File: src/rtl/toggle_period_monitor.sv
// Purpose: measures edge-to-edge period of an async toggling pin, flags tolerance, lock and stall.
// Latency: in_pin change -> edge seen 2-3 cycles later -> period_valid/period_out one cycle after that.
// Backpressure: none; period_valid is a one-cycle pulse and is never held for a consumer.
//
// Ports:
//   clk          system clock (single domain)
//   rst_n        asynchronous active-low reset
//   in_pin       asynchronous toggling input, both polarities counted as edges
//   period_out   last measured edge-to-edge period in clk cycles
//   period_valid one-cycle pulse when period_out/in_tol update
//   in_tol       period_out within EXPECTED +/- TOLERANCE
//   locked       LOCK_COUNT consecutive in-tolerance periods seen
//   stall        sticky: no edge within EXPECTED + TOLERANCE cycles; cleared by next edge
//   level_out    top 5 bits of the running counter, one cycle late (LED progress bar)
module toggle_period_monitor #(
    parameter int CNT_W      = 26,
    parameter int EXPECTED   = 60000000,
    parameter int TOLERANCE  = 1024,
    parameter int LOCK_COUNT = 2
) (
    input  logic             clk,
    input  logic             rst_n,
    input  logic             in_pin,
    output logic [CNT_W-1:0] period_out,
    output logic             period_valid,
    output logic             in_tol,
    output logic             locked,
    output logic             stall,
    output logic [4:0]       level_out
);

    localparam int STRK_W = $clog2(LOCK_COUNT + 1);

    localparam logic [STRK_W-1:0] STRK_MAX = STRK_W'(LOCK_COUNT);
    localparam logic [CNT_W-1:0]  TOL_HI   = CNT_W'(EXPECTED + TOLERANCE);
    // One guard bit so run_cnt + TOLERANCE can never wrap.
    localparam logic [CNT_W:0]    EXP_X    = (CNT_W + 1)'(EXPECTED);
    localparam logic [CNT_W:0]    TOL_X    = (CNT_W + 1)'(TOLERANCE);

    typedef enum logic [1:0] {
        IDLE    = 2'd0,
        MEASURE = 2'd1,
        LOCKED  = 2'd2
    } state_t;

    state_t            state, state_nxt;
    logic              sync1, sync2, prev;
    logic              edge_det;
    logic [CNT_W-1:0]  run_cnt;
    logic [STRK_W-1:0] streak, streak_nxt;
    logic              in_tol_c, lo_ok, hi_ok;
    logic              locked_nxt, stall_nxt, in_tol_nxt, pvld_nxt;
    logic [CNT_W-1:0]  period_nxt;

    // Two-flop synchroniser plus history flop; any level change is an edge.
    always_ff @(posedge clk or negedge rst_n) begin
        if (!rst_n) begin
            sync1 <= 1'b0;
            sync2 <= 1'b0;
            prev  <= 1'b0;
        end else begin
            sync1 <= in_pin;
            sync2 <= sync1;
            prev  <= sync2;
        end
    end

    assign edge_det = sync2 ^ prev;

    // Reload to 1 on an edge so the value seen at the next edge is the period itself.
    always_ff @(posedge clk or negedge rst_n) begin
        if (!rst_n) begin
            run_cnt <= '0;
        end else if (edge_det) begin
            run_cnt <= CNT_W'(1);
        end else if (run_cnt != {CNT_W{1'b1}}) begin
            run_cnt <= run_cnt + 1'b1;
        end
    end

    // |run_cnt - EXPECTED| <= TOLERANCE without underflow: the lower bound is
    // checked as run_cnt + TOLERANCE >= EXPECTED, which clamps EXPECTED-TOLERANCE at 0.
    assign lo_ok    = ({1'b0, run_cnt} + TOL_X) >= EXP_X;
    assign hi_ok    = run_cnt <= TOL_HI;
    assign in_tol_c = lo_ok && hi_ok;

    always_comb begin
        state_nxt  = state;
        streak_nxt = streak;
        locked_nxt = locked;
        stall_nxt  = stall;
        in_tol_nxt = in_tol;
        period_nxt = period_out;
        pvld_nxt   = 1'b0;
        case (state)
            IDLE: begin
                // First edge only establishes a reference; nothing to report yet.
                if (edge_det) begin
                    state_nxt  = MEASURE;
                    stall_nxt  = 1'b0;
                    streak_nxt = '0;
                end
            end
            MEASURE, LOCKED: begin
                if (edge_det) begin
                    period_nxt = run_cnt;
                    pvld_nxt   = 1'b1;
                    in_tol_nxt = in_tol_c;
                    if (in_tol_c) begin
                        if (streak != STRK_MAX) begin
                            streak_nxt = streak + 1'b1;
                        end
                        if (streak_nxt == STRK_MAX) begin
                            state_nxt  = LOCKED;
                            locked_nxt = 1'b1;
                        end
                    end else begin
                        streak_nxt = '0;
                        locked_nxt = 1'b0;
                        state_nxt  = MEASURE;
                    end
                end else if (run_cnt > TOL_HI) begin
                    // An edge in this same cycle wins above, so it is reported
                    // as a late period rather than a stall.
                    stall_nxt  = 1'b1;
                    locked_nxt = 1'b0;
                    streak_nxt = '0;
                    state_nxt  = IDLE;
                end
            end
            default: begin
                state_nxt = IDLE;
            end
        endcase
    end

    always_ff @(posedge clk or negedge rst_n) begin
        if (!rst_n) begin
            state        <= IDLE;
            streak       <= '0;
            period_out   <= '0;
            period_valid <= 1'b0;
            in_tol       <= 1'b0;
            locked       <= 1'b0;
            stall        <= 1'b0;
            level_out    <= '0;
        end else begin
            state        <= state_nxt;
            streak       <= streak_nxt;
            period_out   <= period_nxt;
            period_valid <= pvld_nxt;
            in_tol       <= in_tol_nxt;
            locked       <= locked_nxt;
            stall        <= stall_nxt;
            level_out    <= run_cnt[CNT_W-1 -: 5];
        end
    end

endmodule

File: config.mk
export PLATFORM = sky130hd
export DESIGN_NAME = toggle_period_monitor
export DESIGN_NICKNAME = d
export VERILOG_FILES = /design/src/rtl/toggle_period_monitor.sv
export SDC_FILE = /design/constraint.sdc
export NUM_CORES = 1
export LEC_CHECK = 0
export ABC_CLOCK_PERIOD_IN_PS = 3900
export CORE_UTILIZATION = 55
export CTS_CLUSTER_SIZE = 30
export DETAILED_ROUTE_END_ITERATION = 12
export PLACE_DENSITY = 0.8
export SYNTH_ARGS = -nofsm -noshare
export SYNTH_HDL_FRONTEND = slang
export SYNTH_SLANG_ARGS = --single-unit
File: constraint.sdc
create_clock -name clk -period 3.9 [get_ports clk]
set_input_delay 0.585 -clock clk [delete_from_list [all_inputs] [get_ports clk]]
set_output_delay 0.585 -clock clk [all_outputs]
set_load 0.005 [all_outputs]
==> impl_results.md <==
* Via count at 2494
* Sequential area share after synthesis at 51.1%
* DP HPWL at 4650 um
* Worst R2R End: run_cnt[13]$_DFFE_PN0P_
* Drt drc at 0
* CTS Buf Count at 9
* R2R Path Start: run_cnt[10]$_DFFE_PN0P_
* Pre-antenna DRT Iters at 4
* IO Pins at 38
* Routed WL at between 6000 and 7000 um
* Slowest stage delay, CP at 0.92 ns
* Worst setup path startpoint: run_cnt[10]$_DFFE_PN0P_
* Critical-path top delay cell: nor4_2
* Per-cell routed wire length at 15.8 um
* Worst IR Drop VDD at between 0.2 and 0.3 mV
* Clk buf depth at 2
* Number of flops mapped to enable cells by yosys at 0
* Chip width at approximately 80 um
* Clock latency on the worst-skew pair at between 0.3 and 0.4 ns
* WP depth at 7
* CP startpoint kind: register
* GPL Wtd Cong at 0.880
* Hold endpoint: sync2$_DFF_PN0_
* Worst Path Buf+Inv at 0
* CP Capture Type: register
* Post-synth cell types at 53
* Layout Nets at between 300 and 400
* Synth Warn # at 0
* Most frequent cells in the layout: dfrtp_1 (68), clkdlybuf4s50_1 (36), nor2_1 (33)
* Synth Area per Inst at about 11 um^2
* Worst Skew at 0.00577 ns
* Num rows at 27
* Netlist Area Pre-Place at approximately 3300 um^2
* Clk sink count at 68
* Reg clk slew, reported paths at 0.07 ns
* H-tree lvl count at 3
* Final period util at around three quarters
* CTS Hold Buffers Added at 0
* Number of max-cap violations at 0
* First-pass GRT wire length at 11500 um
* Syn_nets at 326
* Most common flop cell mapped by yosys: dfrtp_1
* Yosys reg bits at 68
* Pwr dens at 378 nW/um^2
* Gr ovfl total at 0
* Worst R2R Path Depth at 7
* Share of cells above drive strength 1 at 14.6%
* Slew Limit Headroom at between 20% and 30%
* Core Area at between 5000 and 6000 um^2
* Port-buffer cells at 37
* CTS root buf: clkbuf_8
* RSZ-0062 raised after global routing: no
* Minimum clock period at between 2 and 3 ns
* Critical-path cell list: ha_1 > nand3_4 > nor4_2 > nor3_1 > nand3_1 > xor2_1 > nor2_1
* Initial antenna violation count at 0
* Fmax achieved at 345 MHz
* Vias in the first global route at ~2400
* Asr flop ratio synth at 100%
* Ant. Diodes at 0
* CP Class: register to register
* Postcts setup bufs at 0
* Largest delay contributor family on the critical path: simple AND/OR/NAND/NOR gates
* Die area at between 6000 and 7000 um^2
* Post-Synthesis Cells at 315
* Critical path data arrival time at 3.13 ns
* Outcome: finished, final reports clean
* DRC marker count from the first detailed-route iteration at 227
* Most common cell after layout, fill and taps aside: dfrtp_1
* Pleak at 1.74 nW
* Drt via density at 5.84
* Least-Margin Pin Slew at 1.12 ns
* Largest net degree at the start of global routing at 53
* Die Span Y at 79.8 um
* Critical path required time at 4.12 ns
* TritonCTS clock tree: done
* Final hold violations at 0
* CP max FO at 14
* Cts repair resizes at 0
* Setup TNS Final at 0 ns
* Final setup viols at 0
* Worst Hold Class: register to register
* Initial core utilization at about 59%
* Worst Hold Depth at 0
* Layout area overhead at 17.7%
* Post-route cell area at roughly 3900 um^2
* Slew Limit Fails at 0
* Worst Hold Launch: sync1$_DFF_PN0_
* GRT Overall Usage at 24.1%
* DRT antenna net count at 0
* Reg2reg setup slack at 1.0 ns
* Area after DPL at 3750 um^2
-- power by group --
| group | switching (mW) | leakage [nW] | internal (mW) |
|---|---|---|---|
| sequential | 0.0236 | 0.931 | 0.738 |
| clock | 0.246 | 0.0893 | 0.260 |
| combinational | 0.119 | 0.724 | 0.0943 |
| total | 0.389 | 1.74 | 1.09 |
-- cells in the mapped netlist, types with 2 or more instances --
cell type   n  area (um^2)
nor3_1     10         50.1
clkbuf_1    7         26.3
dfrtp_1    68         1700
a32o_1      3         30.0
nand2_1    23         86.3
and3_1      5         31.3
nor4_1      3         18.8
o21ai_0    14         70.1
and4b_1     2         20.0
nor2b_1     2         12.5
xor2_1     13          114
buf_2       5         25.0
inv_1      13         48.8
nand4_1     3         18.8
nor2_1     33          124
or3_1       4         25.0
o31ai_1     2         15.0
a21oi_1     8         40.0
o2bb2ai_1   2         17.5
xnor2_1    10         87.6
buf_1       2         7.51
a32oi_1     2         17.5
a21boi_2    2         22.5
nand3_2     2         20.0
a31oi_1     6         37.5
nand3_1    16         80.1
ha_1        8          100
mux2_2     22          248
-- kinds of logic (layout without fill, tap and decap cells) --
family / after synthesis / after routing / synth area share [%]
multiplexers: 23 / 23 / 7.74
adder cells (fa/ha/maj): 8 / 8 / 3.01
flip-flops: 68 / 68 / 51.1
buffers and inverters: 28 / 68 / 3.46
AO/OA/AOI/OAI: 49 / 49 / 10.1
XOR/XNOR: 23 / 23 / 6.05
AND/OR/NAND/NOR: 116 / 116 / 18.5
-- how the worst max path moves through the flow --
stage                                    to  slack [ns]
floorplan              state[0]$_DFFE_PN0P_        1.83
global placement    run_cnt[19]$_DFFE_PN0P_        1.17
detailed placement  run_cnt[13]$_DFFE_PN0P_        1.06
CTS                 run_cnt[16]$_DFFE_PN0P_        1.05
global route        run_cnt[13]$_DFFE_PN0P_        0.78
finish              run_cnt[13]$_DFFE_PN0P_         1.0
-- flip-flops by register name, indices dropped and copies added (netlist names) --
name	count
period_valid	1
sync2	1
sync1	1
streak	2
stall	1
in_tol	1
level_out	5
run_cnt	26
state	2
prev	1
locked	1
period_out	26
-- per-layer routing --
| metal | global-route usage [%] | share of wire (%) | vias to the layer above |
|---|---|---|---|
| li1 | - | - | 1182 |
| met1 | 32.2 | 46 | 1237 |
| met2 | 37.3 | 49 | 59 |
| met3 | 4.57 | 3.4 | 16 |
| met4 | 12.5 | 2.3 | 0 |
| met5 | 0 | 0 | - |
-- metrics by stage --
| step | util [%] | total power [mW] | instances | hold WS [ns] | worst slack [ns] |
|---|---|---|---|---|---|
| finish | 69.0 | 1.48 | 427 | 0.353 | 0.999 |
| global route | 69.0 | 1.55 | 427 | 0.359 | 0.776 |
| CTS | 69.0 | 1.49 | 427 | 0.358 | 1.05 |
| detailed placement | 66.0 | 0.988 | 412 | 0.343 | 1.06 |
| global placement | 66.0 | 0.982 | 412 | 0.334 | 1.17 |
| floorplan | - | 0.897 | 315 | 0.289 | 1.83 |
-- cell type report --
type / instances / area, um^2
fill: 445 / 1760
sequential: 68 / 1700
multi-input combinational: 219 / 1520
timing repair buffer: 40 / 388
clock buffer: 13 / 159
tap: 72 / 90.1
inverter: 13 / 48.8
clock inverter: 2 / 10.0
No activity file was read; power rests on OpenSTA's default activity.
==> edit 1 (same flow settings) <==
The output `level_out` loses its register stage (`level_out` becomes a continuous assignment). Comments in the files are not updated.
--- a/src/rtl/toggle_period_monitor.sv
+++ b/src/rtl/toggle_period_monitor.sv
@@ -145,3 +145,2 @@
             stall        <= 1'b0;
-            level_out    <= '0;
         end else begin
@@ -154,3 +153,2 @@
             stall        <= stall_nxt;
-            level_out    <= run_cnt[CNT_W-1 -: 5];
         end
@@ -158,2 +156,4 @@
 
+    assign level_out = run_cnt[CNT_W-1 -: 5];
+
 endmodule
Function: no difference found for any inputs over 10 cycles, from zero or initial values and one cycle with rst_n low; that may be too few to reach the edited logic, so the function may still have changed.
==> edit 1 against the original RTL <==
Total power is 1.3% higher. Sequential cell count is 5 lower. Area after synthesis is 0.83% lower. Largest power group unchanged. Wire length is 0.21% lower. Via count is 2.7% lower. Utilization is 1.8 points lower. Sequential power is 6.4% lower. Cell area is 3.3% lower. Worst setup slack worse by 0.19 ns.
==> edit 1: results (changes against the original RTL) <==
| Metric | Value |
|---|---|
| Mapped Nets | `332 (+1.8%)` |
| Synth area leaders | `dfrtp_1 48%, mux2_2 6.8%, nor2_1 4.3%` |
| # DRC | `0 (unchanged)` |
| Status | `finished clean` |
| DP Wirelength | `4.65 mm (-0.15%)` |
| Slew HR | `32.1% (+7.1 points)` |
| Post-CTS sizing | `0 (unchanged)` |
| Filler cells | `450 (+1.1%)` |
| Layout cells sized above 1 | `13.9% (-0.77 points)` |
| CP arrival | `3.32 ns (+0.19 ns)` |
| H-tree lvl count | `3 (unchanged)` |
| Placer Congestion | `0.894 (+1.7%)` |
| Root Buffer | `clkbuf_8` |
| Vias/cell | `5.71 (-2.3%)` |
| Worst-Skew Late Latency | `0.35 ns` |
| Routed Wire Length | `6.73 mm (-0.21%)` |
| Yosys top cell area share | `47.8% (-3.4 points)` |
| Register area share after synthesis | `47.8% (-3.4 points)` |
| First-pass GRT wire length | `11.7 mm (+1.9%)` |
| Vias in the first global route | `2,380 (+0.46%)` |
| Commonest cells post-synth | `63 x dfrtp_1, 38 x nor2_1, 27 x nand2_1` |
| Yosys warning total | `0 (unchanged)` |
| CP Max Fanout | `7 (-7)` |
| Worst setup SP type | `register` |
| First-iteration detailed-routing DRC count | `186 (-18%)` |
| N_diodes | `0 (unchanged)` |
| Max IR drop VDD | `288 uV (+5.1%)` |
| Count of nets after finishing | `359 (-0.83%)` |
| Static leakage | `1.68 nW (-3.9%)` |
| Largest regs | `period_out: 26 flops, run_cnt: 26 flops` |
| Largest net degree at the start of global routing | `44 (-17%)` |
| # Post-CTS Setup Buffers | `0 (unchanged)` |
| Library cells used by synthesis | `55 (+3.8%)` |
| Gr usage total | `24.7% (+0.63 points)` |
| Setup Skew | `0.00907 ns (+0.00331 ns)` |
==> edit 1: cells by family after synthesis <==
family	after synthesis	synth area share, %
AO/OA/AOI/OAI	44	9.21
XOR/XNOR	25	6.63
adder cells (fa/ha/maj)	8	3.03
buffers and inverters	35	6.94
flip-flops	63	47.8
multiplexers	23	7.73
AND/OR/NAND/NOR	123	18.7
==> edit 1: final cells by class <==
| type | count | share of cell area, % |
|---|---|---|
| Clock buffer | 9 | 3.27 |
| Clock inverter | 7 | 1.95 |
| Inverter | 11 | 1.09 |
| Multi-Input combinational cell | 223 | 39.5 |
| Sequential cell | 63 | 41.6 |
| Tap cell | 72 | 2.38 |
| Timing Repair Buffer | 40 | 10.2 |
==> edit 1: final timing paths <==
| path | to | slack, ns | depth (start not counted) |
|---|---|---|---|
| setup / recovery | run_cnt[7] | 0.81 | 9 |
| min in group asynchronous | period_out[14] | 0.39 | 1 |
| setup reg to reg | run_cnt[7] | 0.81 | 9 |
| hold / removal | sync2 | 0.35 | 0 |
| max in group asynchronous | run_cnt[16] | 2.68 | 2 |
| hold reg to reg | sync2 | 0.35 | 0 |
==> edit 1: layer usage <==
metal  wire (um)  track usage, %  up-vias
li1            -               -     1177
met1        3160            33.2     1179
met2        3140            37.7       55
met3         264            5.26       15
met4         162            12.5        0
met5           0               0        -
==> edit 1: stage by stage <==
step / area [sq um] / std cells / power [mW] / util, % / worst slack, ns
2_1_floorplan: 3300 / 321 / 0.859 / - / 1.53
3_3_place_gp: 3590 / 409 / 0.941 / 63.7 / 0.985
3_5_place_dp: 3590 / 409 / 0.950 / 63.7 / 0.860
4_1_cts: 3790 / 425 / 1.51 / 67.2 / 0.802
5_1_grt: 3790 / 425 / 1.58 / 67.2 / 0.499
6_report: 3790 / 425 / 1.50 / 67.2 / 0.811
==> edit 1: worst max-delay path, cell delays in order, from the launching register on <==
cell and delay [ns]:
dfrtp_1 0.48, ha_1 0.32, nand4_1 0.19, or3_1 0.48
nor4_1 0.71, buf_4 0.28, nor2_1 0.10, and4_1 0.23
xnor2_1 0.14, nor2_1 0.05
==> edit 1: report_power, final <==
group	internal [mW]	total (mW)	leakage, nW	switching, mW
registers	0.686	0.712	0.861	0.0256
clock network	0.294	0.560	0.0875	0.266
logic	0.0976	0.228	0.728	0.130
total	1.08	1.50	1.68	0.422
==> edit 2 (config.mk and constraints unchanged) <==
Without the edit above. Set the parameter `CNT_W` to 34 (it was 26).
--- a/src/rtl/toggle_period_monitor.sv
+++ b/src/rtl/toggle_period_monitor.sv
@@ -15,3 +15,3 @@
 module toggle_period_monitor #(
-    parameter int CNT_W      = 26,
+    parameter int CNT_W      = 34,
     parameter int EXPECTED   = 60000000,
Ports: changed (resized period_out); port bits go from 38 to 46. No check against the original RTL was run, so the function may have changed too.
==> edit 2 against the original RTL <==
Critical path depth is 3 higher. Area after synthesis grew 32%. Utilization fell by 3.5 points. Highest routed layer unchanged. Largest cell class unchanged. Count of clock-buffer cells in the layout fell by 3. Largest power group unchanged. Sequential cell count grew 16. Total power increased by 41%. Synthesized cell count up 51%. Cell area rose by 29%. Worst setup slack lost 0.23 ns. Wire length rose by 38%.
==> edit 2: results (changes against the original RTL) <==
| Metric | Value |
|---|---|
| Status | `finished clean` |
| Layout buffering overhead excluding clock cells | `9.44% (-0.46 points)` |
| Psw | `517 uW (+33%)` |
| Register area share after synthesis | `47.9% (-3.2 points)` |
| Worst Max-Slew Pin Slew | `1.01 ns (-0.112 ns)` |
| Wire length per cell | `15.3 um (-3.1%)` |
| Count of nets after finishing | `512 (+41%)` |
| CTS sink count | `84 (+24%)` |
| Library cells used by synthesis | `62 (+17%)` |
| Sequential share of power | `44.7% (-6.7 points)` |
| Largest regs | `period_out: 34 flops, run_cnt: 34 flops, level_out: 5 flops` |
| Routed Wire Length | `9.30 mm (+38%)` |
| Layout clock buffer count | `10 (-3)` |
| Nonclk buf count | `49 (+23%)` |
| Synth area leaders | `dfrtp_1 48%, nand2_1 9.6%, xor2_1 4.0%` |
| Port bufs | `45 (+22%)` |
| Non-clk invs | `15 (+2)` |
| Setup Skew | `0.00900 ns (+0.00323 ns)` |
| Static leakage | `2.25 nW (+29%)` |
| CP Max Fanout | `11 (-3)` |
| Seq/total area | `41.5% (-1.9 points)` |
| Mapped Nets | `488 (+50%)` |
| Dpl cells | `592 (+44%)` |
| Met2 routed WL | `4.61 mm (+40%)` |
| Placer Congestion | `0.892 (+1.4%)` |
| Gr usage total | `24.5% (+0.42 points)` |
| Multiplexer share of the synthesized area | `0.228% (-7.5 points)` |
| Global Route met1 Usage | `33.3% (+1.1 points)` |
| Wl on met1 | `4.12 mm (+34%)` |
| GR Layer Usage met2 | `38.7% (+1.4 points)` |
| Clk cell area share | `5.86% (+1.5 points)` |
| Worst r2r dst | `run_cnt[23]` |
| Max IR drop VDD | `249 uV (-8.9%)` |
| Multi-input gates | `342 (+56%)` |
| Layout cells sized above 1 | `7.51% (-7.1 points)` |
| Commonest cells post-synth | `112 x nand2_1, 84 x dfrtp_1, 42 x nor2_1` |
| Largest net degree at the start of global routing | `85 (+60%)` |
| Compound-Gate Fraction of Synth Area | `9.92% (-0.19 points)` |
| Post-Synth Adder-Cell Area | `2.28% (-0.73 points)` |
| Met3 GRT Util | `5.53% (+0.96 points)` |
| DP Wirelength | `6.16 mm (+32%)` |
| Comb. pwr | `263 uW (+23%)` |
| CP arrival | `3.37 ns (+0.24 ns)` |
| Worst R2R Path Depth | `10 (+3)` |
| Post-Syn Area per Cell | `9.20 sq um (-13%)` |
| Fraction of area in multi-input gates | `39.5% (+0.74 points)` |
| Internal reg-to-reg setup slack | `0.77 ns (-0.23 ns)` |
## edit 2: cell count changes after synthesis, sizes merged, moves of 5 or more
| cell | unedited run | this run |
|---|---|---|
| nand2 | 23 | 113 |
| mux2 | 22 | 0 |
| dfrtp | 68 | 84 |
| clkbuf | 7 | 19 |
| buf | 8 | 17 |
| nor2 | 33 | 42 |
| o21ai | 15 | 23 |
| xnor2 | 10 | 17 |
| xor2 | 13 | 20 |
| nand4 | 3 | 9 |
| a21oi | 8 | 13 |
## edit 2: metrics by stage
step / hold WS [ns] / power, mW / instance area [sq um] / worst slack (ns)
floorplan: 0.289 / 1.12 / 4390 / 1.35
global placement: 0.336 / 1.20 / 4760 / 1.04
detailed placement: 0.356 / 1.21 / 4760 / 0.845
CTS: 0.364 / 2.10 / 5060 / 0.764
global route: 0.375 / 2.17 / 5060 / 0.450
finish: 0.359 / 2.08 / 5060 / 0.769
